### src/rtl/ex_div_unit.sv
// Iterative radix-2 restoring divider for DIV/DIVU in the EX stage.
// Produces one quotient bit per cycle. The unit is occupied for 34 cycles:
// accept, DATA_WIDTH iterations, then a single DONE cycle.
module ex_div_unit #(
  parameter int DATA_WIDTH = 32
) (
  input  logic                  clk,
  input  logic                  rst,
  input  logic                  flush,
  input  logic                  start,
  input  logic                  is_signed,
  input  logic [DATA_WIDTH-1:0] operand_1,
  input  logic [DATA_WIDTH-1:0] operand_2,
  output logic                  busy,
  output logic                  done,
  output logic [DATA_WIDTH-1:0] hi,
  output logic [DATA_WIDTH-1:0] lo
);
  localparam int W  = DATA_WIDTH;
  localparam int CW = $clog2(DATA_WIDTH);

  typedef enum logic [1:0] {IDLE, BUSY, DONE} state_t;

  state_t        state, state_nxt;
  logic [CW-1:0] cnt;
  logic [W-1:0]  rem;        // partial remainder
  logic [W-1:0]  qd;         // dividend shifts out of the top, quotient shifts in at the bottom
  logic [W-1:0]  dsr;        // divisor magnitude
  logic [W-1:0]  raw1;       // unmodified dividend, returned as HI on divide-by-zero
  logic          sign_q, sign_r, div0;

  logic          accept, last;
  logic          neg1, neg2;
  logic [W-1:0]  mag1, mag2;
  logic [W+1:0]  trial;
  logic [W-1:0]  rem_nxt, qd_nxt, q_fin, r_fin;

  assign accept = (state == IDLE) && start && !flush;
  assign last   = (state == BUSY) && (cnt == CW'(DATA_WIDTH - 1));

  assign neg1 = is_signed & operand_1[W-1];
  assign neg2 = is_signed & operand_2[W-1];
  assign mag1 = neg1 ? -operand_1 : operand_1;
  assign mag2 = neg2 ? -operand_2 : operand_2;

  // Trial subtract with two extra bits so the sign is unambiguous even when
  // {rem, next bit} exceeds W bits.
  always_comb begin
    trial   = {1'b0, rem, qd[W-1]} - {2'b00, dsr};
    rem_nxt = trial[W+1] ? {rem[W-2:0], qd[W-1]} : trial[W-1:0];
    qd_nxt  = {qd[W-2:0], ~trial[W+1]};
    q_fin   = sign_q ? -qd_nxt  : qd_nxt;
    r_fin   = sign_r ? -rem_nxt : rem_nxt;
  end

  // State register
  always_ff @(posedge clk or posedge rst) begin
    if (rst) state <= IDLE;
    else     state <= state_nxt;
  end

  // Next-state and handshake outputs; flush overrides everything
  always_comb begin
    state_nxt = state;
    busy      = accept || (state == BUSY);
    done      = (state == DONE) && !flush;
    case (state)
      IDLE:    if (accept) state_nxt = BUSY;
      BUSY:    if (last)   state_nxt = DONE;
      DONE:    state_nxt = IDLE;
      default: state_nxt = IDLE;
    endcase
    if (flush) state_nxt = IDLE;
  end

  // Operand capture, iteration, and result write on the final iteration
  always_ff @(posedge clk or posedge rst) begin
    if (rst) begin
      cnt    <= '0;
      rem    <= '0;
      qd     <= '0;
      dsr    <= '0;
      raw1   <= '0;
      sign_q <= 1'b0;
      sign_r <= 1'b0;
      div0   <= 1'b0;
      hi     <= '0;
      lo     <= '0;
    end else if (flush) begin
      cnt <= '0;
    end else if (accept) begin
      cnt    <= '0;
      rem    <= '0;
      qd     <= mag1;
      dsr    <= mag2;
      raw1   <= operand_1;
      sign_q <= neg1 ^ neg2;
      sign_r <= neg1;
      div0   <= (operand_2 == '0);
    end else if (state == BUSY) begin
      cnt <= cnt + 1'b1;
      rem <= rem_nxt;
      qd  <= qd_nxt;
      if (last) begin
        if (div0) begin
          lo <= '1;
          hi <= raw1;
        end else begin
          lo <= q_fin;
          hi <= r_fin;
        end
      end
    end
  end
endmodule
### config.mk
export PLATFORM = sky130hd
export DESIGN_NAME = ex_div_unit
export DESIGN_NICKNAME = d
export VERILOG_FILES = /design/src/rtl/ex_div_unit.sv
export SDC_FILE = /design/constraint.sdc
export NUM_CORES = 1
export LEC_CHECK = 0
export CAP_MARGIN = 20
export CORE_MARGIN = 4
export CORE_UTILIZATION = 30
export DETAILED_ROUTE_END_ITERATION = 8
export DONT_BUFFER_PORTS = 1
export PLACE_DENSITY = 0.48
export SLEW_MARGIN = 5
export SYNTH_ARGS = -nofsm -noshare
export SYNTH_HDL_FRONTEND = slang
export SYNTH_SLANG_ARGS = --single-unit
### constraint.sdc
create_clock -name clk -period 17.46 [get_ports clk]
set_input_delay 1.746 -clock clk [delete_from_list [all_inputs] [get_ports clk]]
set_output_delay 1.746 -clock clk [all_outputs]
set_load 0.02 [all_outputs]
==> impl_metrics.tcl, run 1 <==
set metrics [dict create \
    clock_sink_count 202 \
    drv.max_cap_violation_count 0 \
    rsz0062_at_grt "false" \
    mostFrequentLayoutCell "sky130_fd_sc_hd__nand2_1" \
    grt_max_degree 96 \
    critical_path_required_ns 17.88 \
    core.rowCount 77 \
    ant_nets 0 \
    syn-num-nets 1800 \
    clk-insertion-delay-late_ns 0.54 \
    tritoncts "done" \
    floorplan.initialDensity 0.306 \
    drc 0 \
    diodes 0 \
    layout.cells.most_common_list "sky130_fd_sc_hd__nand2_1 (335), sky130_fd_sc_hd__dfrtp_1 (202), sky130_fd_sc_hd__nor2_1 (151)" \
    cell_internal_pwr_uw 1330 \
    timing.setup.tns_ns 0 \
    synth.cell_area_mm2 0.0137 \
    number_of_cts_inserted_buffers 27 \
    drt_iter0_markers 987 \
    layout-area-overhead-vs-synth_pct 9.94 \
    top_area_cells_in_the_synthesized_netlist "sky130_fd_sc_hd__dfrtp_1 (37%), sky130_fd_sc_hd__nand2_1 (9.2%), sky130_fd_sc_hd__o21ai_0 (5.2%)" \
    switching_power_uw 1100 \
    timing.clock.skew_ns 0.00951 \
    routed_wirelength_um 43500 \
    die-height_um 221 \
    worstMarginPinSlew_ns 1.05 \
    wire_per_inst_um 19.3 \
    post_cts.repair.setup_buffers 0 \
    synth-warning-count 0 \
    vias_in_the_first_global_route 11675 \
    vdd_ir_drop_max_v 0.0000723 \
    die_width_um 221 \
    critPathLaunchType "flip-flop" \
    synth-simple-area-share 0.230 \
    timing.critical_path.arrival_ns 6.31 \
    total_leakage_power_uw 0.00651 \
    critical-path-slowest-cell "sky130_fd_sc_hd__ha_1" \
    post-synth-top-area-cell "sky130_fd_sc_hd__dfrtp_1" \
    post_cts_resize_count 0 \
    detailedPlacementHpwl_um 32400 \
    power_density_mw_per_mm2 162 \
    synth_xor_area_frac 0.0841 \
    p_clk_frac 0.224 \
    compound_gate_portion_of_the_synthesized_area 0.214 \
    sw_frac_of_total 0.452 \
    maximum_single_stage_delay_on_the_critical_path_ns 0.60 \
    grt_first_pass_wirelength_um 68900 \
    drt_pass1_iterations 5 \
    number_of_antenna_violations_at_the_first_check_in_global_routing 0 \
    critical_path.cell_chain "ha_1 > nand3_2 > nor3_2 > o2111ai_1 > a21oi_2 > or2_4 > nand2_1 > o21ai_0 > ha_1 > nand4b_1 > a221oi_1 > nor4b_2 > nand2_1 > o41ai_2 > nand3_1 > o21a_1 > mux2_1 > o22a_1" \
    synth.avg_cell_area_um2 8.07 \
    synth_top_family_by_area "simple AND/OR/NAND/NOR gates" \
    netlist.area_leader.share 0.370 \
    share_of_the_cycle_needed_by_the_critical_path_after_routing 0.337 \
    cts_htree_levels 1 \
    i_o_pin_count 135 \
    viasPerCell 5.30 \
    gp_congestion 0.860 \
    synth-edff-count 0 \
    part_of_the_total_power_dissipated_in_sequential_elements 0.260 \
    dr_total_vias 11929 \
    critPathMaxFanout 41 \
    synth-seq-area-share 0.370 \
    top_ff_cell_synth "sky130_fd_sc_hd__dfrtp_1" \
    cts_root_buf "sky130_fd_sc_hd__clkbuf_16" \
    synth_seq_cells 202 \
    max_freq_ghz 0.170 \
    fp.coreArea_mm2 0.0446 \
    finish.net_count 1746 \
    muxShareOfSynthArea 0.0201 \
    worstSetupPathType "reg2reg" \
    comb_power_share 0.516 \
    synthesis.instances 1692 \
    slew_headroom 0.297 \
    critPathCaptureType "flip-flop" \
    fin_util 0.336 \
    timing.final.setup_violations 0 \
    asyncSetResetFlopFracSynth 1.00 \
    die_area_mm2 0.0490 \
    clock_path_buffers 3 \
    placement.io_buffers 0 \
    post_cts_hold_buffer_count 0 \
    grt_overflow 0 \
    synthAdderAreaFrac 0.0363 \
    period_minus_slack_ns 5.89 \
    hold_class "reg2reg" \
    clk_pin_slew_worst_paths_ns 0.06 \
    timing_hold_violations_final 0 \
    final_layout_size_suffix_gt1_frac 0.0682 \
    outcome "completed" \
    count_of_final_max_slew_check_failures 0 \
    synthDistinctLibCells 95 \
    grtUsageTotal 0.172 \
]
==> worst paths after layout <==
check | startpoint | to | slack (ns) | cells after the start
setup / recovery | rem[21] | hi[22] | 11.57 | 18
hold / removal | raw1[30] | raw1[30] | 0.47 | 2
setup reg to reg | rem[21] | hi[22] | 11.57 | 18
hold reg to reg | raw1[30] | raw1[30] | 0.47 | 2
max in group asynchronous | rst | dsr[31] | 15.15 | 2
min in group asynchronous | rst | qd[26] | 1.08 | 1
==> metrics by stage <==
| stage | worst slack, ns | cells | hold slack, ns | power, uW | cell area (um2) |
|---|---|---|---|---|---|
| finish | 11.57 | 2249 | 0.468 | 2430 | 15000 |
| global route | 11.22 | 2249 | 0.493 | 2620 | 15000 |
| CTS | 11.74 | 2248 | 0.469 | 2450 | 15000 |
| detailed placement | 11.74 | 2200 | 0.455 | 1890 | 14100 |
| global placement | 11.97 | 2200 | 0.456 | 1890 | 14100 |
| floorplan | 10.20 | 1692 | 0.437 | 1580 | 13700 |
==> cells in the mapped netlist (26+ instances only) <==
cell type and number:
sky130_fd_sc_hd__nor2_1 154, sky130_fd_sc_hd__nor4_1 27, sky130_fd_sc_hd__clkbuf_1 71, sky130_fd_sc_hd__inv_1 54, sky130_fd_sc_hd__xnor2_1 60, sky130_fd_sc_hd__o31ai_1 26, sky130_fd_sc_hd__xor2_1 71, sky130_fd_sc_hd__ha_1 38
sky130_fd_sc_hd__nor3_1 26, sky130_fd_sc_hd__a21oi_1 104, sky130_fd_sc_hd__nand2_1 336, sky130_fd_sc_hd__o21ai_0 141, sky130_fd_sc_hd__a31oi_1 42, sky130_fd_sc_hd__dfrtp_1 202
==> routing by layer <==
metal | vias up | global-route usage | part of all wire
met5 | - | 0 | 0
met2 | 220 | 0.290 | 0.48
met4 | 0 | 0.0447 | 0.025
met1 | 5830 | 0.226 | 0.45
li1 | 5827 | - | -
met3 | 52 | 0.0341 | 0.049
==> cell type report <==
type / count / area [um2]
tap: 592 / 741
sequential: 202 / 5050
inverter: 55 / 214
fill: 4696 / 29600
clock buffer: 41 / 808
clock inverter: 7 / 67.6
multi-input combinational: 1339 / 8000
timing repair buffer: 13 / 118
==> worst max-delay path, delay by kind of cell, from the launching register on <==
family / cells / cell delay [ns]
adders and majority gates: 2 / 0.88
muxes: 1 / 0.31
AOI/OAI and AO/OA: 7 / 2.03
DFF: 1 / 0.42
and+or+nand+nor: 8 / 2.10
==> sequential cells by signal, summed over array words and instances, names as in the netlist <==
register  flops
lo           32
state         2
qd           32
div0          1
cnt           5
sign_q        1
raw1         32
hi           32
dsr          32
sign_r        1
rem          32
==> power by group through the flow <==
stage	clock, uW	combinational, uW	sequential [uW]
final	545	1260	633
after global routing	580	1400	646
after detailed placement	0	1250	642
after floorplan	0	981	602
after CTS	562	1250	634
after global placement	0	1250	640
==> cell families after synthesis <==
kind of cell,after synthesis
XOR/XNOR,131
multiplexers,27
AND/OR/NAND/NOR,691
AO/OA/AOI/OAI,451
buffers and inverters,151
flip-flops,202
adder cells (fa/ha/maj),39
Power figures use the tool's default switching activity.
==> run 2: changes to the inputs <==
==> constraint.sdc (replaced) <==
create_clock -name clk -period 5.7 [get_ports clk]
set_input_delay 0.57 -clock clk [delete_from_list [all_inputs] [get_ports clk]]
set_output_delay 0.57 -clock clk [all_outputs]
set_load 0.02 [all_outputs]
==> run 2 against run 1 <==
Against the previous run:
- clock skew increased by 0.0080 ns
- final area rose by 1.2%
- flip-flop and latch count did not move
- clock-buffer cell count fell by 8
- largest power group unchanged
==> impl_metrics.tcl, run 2 (synthesis gave the netlist of run 1 again) <==
set metrics [dict create \
    timing.final.setup_violations 0 \
    drt_pass1_iterations 5 \
    layout.cells.most_common_list "sky130_fd_sc_hd__nand2_1 (335), sky130_fd_sc_hd__dfrtp_1 (202), sky130_fd_sc_hd__nor2_1 (151)" \
    clk-insertion-delay-late_ns 0.56 \
    viasPerCell 5.29 \
    critical_path.reg2reg.startpoint "rem[21]" \
    clock_path_buffers 3 \
    number_of_cts_inserted_buffers 26 \
    max_freq_ghz 0.193 \
    multi_input_comb_area_mm2 0.00801 \
    clk_pin_slew_worst_paths_ns 0.06 \
    worstSetupPathType "reg2reg" \
    grt_first_pass_wirelength_um 67900 \
    wl_met1_um 19800 \
    die-height_um 221 \
    worst_hold_path.endpoint "cnt[2]" \
    die_area_mm2 0.0490 \
    finish.net_count 1753 \
    detailroute.wirelength.met2_um 20700 \
    drc 0 \
    placement.io_buffers 0 \
    hold_class "in2reg" \
    route.top_layer_used "met4" \
    layout-area-overhead-vs-synth_pct 11.2 \
    timing.setup.tns_ns 0 \
    period_minus_slack_ns 5.17 \
    route.met3.wl_um 2170 \
    detailedPlacementHpwl_um 32000 \
    critPathMaxFanout 13 \
    vias_in_the_first_global_route 11572 \
    drv.max_cap_violation_count 0 \
    post_cts.repair.setup_buffers 0 \
    ant_nets 0 \
    worst_r2r_path_depth 17 \
    floorplan.initialDensity 0.306 \
    outcome "completed" \
    i_o_pin_count 135 \
    tritoncts "done" \
    die_width_um 221 \
    hold_depth 1 \
    mostFrequentLayoutCell "sky130_fd_sc_hd__nand2_1" \
    total_leakage_power_uw 0.00660 \
    grtUsageTotal 0.170 \
    clock_sink_count 202 \
    timing.critical_path.arrival_ns 5.62 \
    drt_iter0_markers 865 \
    cts_root_buf "sky130_fd_sc_hd__clkbuf_16" \
    core.rowCount 77 \
    vdd_ir_drop_max_v 0.000224 \
    number_of_antenna_violations_at_the_first_check_in_global_routing 0 \
    timing_hold_violations_final 0 \
    timing.clock.skew_ns 0.0176 \
    dr_total_vias 11932 \
    gp_congestion 0.841 \
    min-delay-start "flush" \
    routed_wirelength_um 43300 \
    grt_overflow 0 \
    fill_cells 4734 \
    critPathCaptureType "flip-flop" \
    final_layout_size_suffix_gt1_frac 0.0757 \
    dp.cells 2208 \
    wire_per_inst_um 19.2 \
    rsz0062_at_grt "false" \
    r2r_end "hi[22]" \
    cts_htree_levels 1 \
    seqCellArea_mm2 0.00505 \
    ff2ff_setup_slack_ns 0.53 \
    layoutNonFillerInstCount 2257 \
    diodes 0 \
    worstMarginPinSlew_ns 1.03 \
    grt_max_degree 145 \
    critPathLaunchType "flip-flop" \
    count_of_final_max_slew_check_failures 0 \
    power_density_mw_per_mm2 512 \
    critical_path_required_ns 6.15 \
    slew_headroom 0.305 \
    fp.coreArea_mm2 0.0446 \
    share_of_the_cycle_needed_by_the_critical_path_after_routing 0.908 \
]
-- run 2: report_power, final --
part           leakage [uW]  internal, uW  switching (uW)
registers           0.00263          1660             277
logic               0.00348          1460            2460
clock network      0.000494          1230             687
-- run 2: worst max-delay path by stage --
stage                 start  endpoint  slack, ns  cells past startpoint
floorplan           rem[20]    hi[22]       0.60                     22
global placement    rem[21]    hi[26]       0.68                     17
detailed placement  rem[21]    hi[26]       0.51                     17
CTS                 rem[21]    hi[26]       0.50                     17
global route        rem[21]    hi[26]       0.09                     17
finish              rem[21]    hi[22]       0.53                     17
-- run 2: final cells by class --
type | instances | area share
Sequential cell | 202 | 0.333
Multi-Input combinational cell | 1339 | 0.527
Clock inverter | 15 | 0.0174
Timing Repair Buffer | 21 | 0.0114
Clock buffer | 33 | 0.0485
Tap cell | 592 | 0.0488
Inverter | 55 | 0.0138
-- run 2: what timing repair did --
| action | 4_1_cts | 5_1_grt |
|---|---|---|
| hold buffers | 1 | 0 |
| endpoints found under the setup margin | 0 | 3 |
| resized for setup | 0 | 1 |
| endpoints found under the hold margin | 27 | 0 |
-- run 2: per-stage QoR --
step                hold slack [ns]  instance area [um2]   util  setup WS, ns  power [uW]
finish                       0.0694                15200  0.340         0.527        7770
global route                 0.0461                15200  0.340        0.0882        8330
CTS                          0.0327                15200  0.340         0.503        7820
detailed placement            0.462                14200  0.318         0.513        5850
global placement              0.460                14200  0.318         0.675        5820
floorplan                     0.437                13700      -         0.604        4850
-- run 2: routing by layer --
layer  vias up  track usage
li1       5854            -
met1      5864        0.229
met2       186        0.287
met3        28       0.0326
met4         0       0.0340
met5         -            0
-- run 2: critical path, cell delays in order (launching register included) --
cell and delay, ns:
sky130_fd_sc_hd__dfrtp_1 0.42, sky130_fd_sc_hd__ha_1 0.49, sky130_fd_sc_hd__a21oi_1 0.27, sky130_fd_sc_hd__o211ai_2 0.15, sky130_fd_sc_hd__a221oi_2 0.28, sky130_fd_sc_hd__o21ai_2 0.16, sky130_fd_sc_hd__or2_4 0.31, sky130_fd_sc_hd__o21ai_0 0.32
sky130_fd_sc_hd__ha_1 0.29, sky130_fd_sc_hd__nand4b_1 0.18, sky130_fd_sc_hd__a221oi_2 0.28, sky130_fd_sc_hd__nor4b_2 0.38, sky130_fd_sc_hd__nand2_1 0.12, sky130_fd_sc_hd__o41ai_2 0.31, sky130_fd_sc_hd__nand3_1 0.31, sky130_fd_sc_hd__o21a_1 0.27
sky130_fd_sc_hd__mux2_1 0.31, sky130_fd_sc_hd__o22a_1 0.18
==> run 3: changes to the inputs <==
--- a/config.mk
+++ b/config.mk
@@ -8,6 +8,7 @@
 export CAP_MARGIN = 20
 export CORE_MARGIN = 4
 export CORE_UTILIZATION = 30
+export CTS_BUF_LIST = sky130_fd_sc_hd__clkbuf_4 sky130_fd_sc_hd__clkbuf_8
 export DETAILED_ROUTE_END_ITERATION = 8
 export DONT_BUFFER_PORTS = 1
 export PLACE_DENSITY = 0.48
==> run 3 against run 2 <==
Against the previous run:
- global-route usage increased by 0.26 points
- core utilization down 0.19 points
- via count up 1.0%
- die area stayed put
- combinational power is essentially flat
- sequential power hardly changed
- critical path depth unchanged
- largest cell class unchanged
==> impl_metrics.tcl, run 3 (synthesis gave the netlist of run 1 again) <==
set metrics [dict create \
    outcome "completed" \
    dp.cells 2208 \
    final_area_mm2 0.0151 \
    die-height_um 221 \
    worstMarginPinSlew_ns 1.03 \
    post_cts.repair.setup_buffers 0 \
    finish.net_count 1769 \
    mostFrequentLayoutCell "sky130_fd_sc_hd__nand2_1" \
    clock_path_buffers 3 \
    final_layout_size_suffix_gt1_frac 0.0910 \
    layoutNonFillerInstCount 2287 \
    drc 0 \
    dr_total_vias 12051 \
    routed_wirelength_um 43600 \
    total_leakage_power_uw 0.00659 \
    power_density_mw_per_mm2 497 \
    critical_path_required_ns 6.18 \
    timing.final.setup_violations 0 \
    drt_iter0_markers 855 \
    worstPathBufferInverterCount 0 \
    clk_pin_slew_worst_paths_ns 0.06 \
    number_of_antenna_violations_at_the_first_check_in_global_routing 1 \
    rsz0062_at_grt "false" \
    worst_r2r_path_depth 17 \
    share_of_the_cycle_needed_by_the_critical_path_after_routing 0.906 \
    timing.setup.tns_ns 0 \
    timing.critical_path.max_delay_family "compound AO/OA/AOI/OAI gates" \
    timing_hold_violations_final 0 \
    critical_path.reg2reg.startpoint "rem[21]" \
    drt_pass1_iterations 6 \
    grt_overflow 0 \
    fin_util 0.339 \
    detailedPlacementHpwl_um 32000 \
    clock_sink_count 202 \
    critPathMaxFanout 13 \
    worstSetupPathType "reg2reg" \
    placedInstanceArea_mm2 0.0142 \
    gp_congestion 0.841 \
    cts_htree_levels 2 \
    fp.coreArea_mm2 0.0446 \
    die_width_um 221 \
    grt_max_degree 145 \
    critPathCaptureType "flip-flop" \
    cp_num_cells 17 \
    layout-area-overhead-vs-synth_pct 10.6 \
    viasPerCell 5.27 \
    grtUsageTotal 0.173 \
    critical_path.cell_chain "ha_1 > a21oi_1 > o211ai_2 > a221oi_2 > o21ai_2 > or2_4 > o21ai_0 > ha_1 > nand4b_1 > a221oi_2 > nor4b_2 > nand2_1 > o41ai_2 > nand3_1 > o21a_1 > mux2_1 > o22a_1" \
    layout.cells.most_common_list "sky130_fd_sc_hd__nand2_1 (335), sky130_fd_sc_hd__dfrtp_1 (202), sky130_fd_sc_hd__nor2_1 (151)" \
    floorplan.initialDensity 0.306 \
    die_area_mm2 0.0490 \
    setup_ws_ns 0.538 \
    preCtsSetupSlack_ns 0.513 \
    critical-path-slowest-cell "sky130_fd_sc_hd__ha_1" \
    slew_headroom 0.305 \
    wire_per_inst_um 19.1 \
    number_of_cts_inserted_buffers 41 \
    max_freq_ghz 0.194 \
    critPathLaunchType "flip-flop" \
    timing.clock.skew_ns 0.0290 \
    core.rowCount 77 \
    i_o_pin_count 135 \
    period_minus_slack_ns 5.16 \
    vias_in_the_first_global_route 11739 \
    r2r_end "hi[22]" \
    timing.critical_path.arrival_ns 5.65 \
    ant_nets 0 \
    drv.max_cap_violation_count 0 \
    ff2ff_setup_slack_ns 0.54 \
    startpoint_of_the_worst_setup_timing_path "rem[21]" \
    maximum_single_stage_delay_on_the_critical_path_ns 0.49 \
    clk-insertion-delay-late_ns 0.60 \
    cts_root_buf "sky130_fd_sc_hd__clkbuf_8" \
    placement.io_buffers 0 \
    vdd_ir_drop_max_v 0.000216 \
    hold_class "in2reg" \
    grt_first_pass_wirelength_um 68400 \
    tritoncts "done" \
    count_of_final_max_slew_check_failures 0 \
    timing.critical_path.to "hi[22]" \
]
[run 3: changes by cell type in the layout (fill, tap and decap cells not counted), sizes merged]
cell         change
bufinv           -7
clkbuf          +35
clkinv           -3
clkinvlp         +2
diode            +2
dlygate4sd3      +1
[run 3: cell type report]
class	instances	area, um2
Timing Repair Buffer	22	183
Inverter	55	210
Tap cell	592	741
Antenna cell	2	5.00
Clock buffer	68	861
Multi-Input combinational cell	1339	8010
Fill cell	4752	29500
Clock inverter	7	42.5
Sequential cell	202	5050
[run 3: worst min path at each step]
stage             startpoint  endpoint  cells past startpoint
2_1_floorplan       raw1[30]  raw1[30]                      2
3_3_place_gp        raw1[27]  raw1[27]                      2
3_5_place_dp        raw1[13]  raw1[13]                      2
4_1_cts        operand_2[31]      div0                      1
5_1_grt        operand_2[31]      div0                      1
6_report       operand_2[31]      div0                      1
[run 3: timing repair]
action                     4_1_cts  5_1_grt
gates resized for setup          0        1
hold buffers                     2        0
setup endpoints to repair        0        3
hold endpoints to repair        32        0
[run 3: metal layers]
metal | GRT usage | vias to the layer above | routed length, um
met5 | 0 | - | 0
met4 | 0.0415 | 0 | 825
met3 | 0.0449 | 55 | 2550
met2 | 0.286 | 238 | 20600
met1 | 0.227 | 5856 | 19600
li1 | - | 5902 | -
[run 3: worst register-to-register path, cell delays in order, from the launching register on]
cell,delay (ns)
sky130_fd_sc_hd__dfrtp_1,0.42
sky130_fd_sc_hd__ha_1,0.49
sky130_fd_sc_hd__a21oi_1,0.28
sky130_fd_sc_hd__o211ai_2,0.15
sky130_fd_sc_hd__a221oi_2,0.28
sky130_fd_sc_hd__o21ai_2,0.16
sky130_fd_sc_hd__or2_4,0.31
sky130_fd_sc_hd__o21ai_0,0.32
sky130_fd_sc_hd__ha_1,0.29
sky130_fd_sc_hd__nand4b_1,0.18
sky130_fd_sc_hd__a221oi_2,0.28
sky130_fd_sc_hd__nor4b_2,0.37
sky130_fd_sc_hd__nand2_1,0.12
sky130_fd_sc_hd__o41ai_2,0.30
sky130_fd_sc_hd__nand3_1,0.31
sky130_fd_sc_hd__o21a_1,0.28
sky130_fd_sc_hd__mux2_1,0.32
sky130_fd_sc_hd__o22a_1,0.18
[run 3: power by group]
| part | switching [uW] | internal (uW) | total (uW) |
|---|---|---|---|
| Combinational | 2460 | 1460 | 3920 |
| Clock | 696 | 953 | 1650 |
| Sequential | 278 | 1660 | 1940 |
[run 3: through the flow]
step / hold WS, ns / total power [uW]
2_1_floorplan: 0.437 / 4850
5_1_grt: 0.0327 / 8080
6_report: 0.0654 / 7500
3_5_place_dp: 0.462 / 5850
3_3_place_gp: 0.460 / 5820
4_1_cts: 0.00146 / 7550
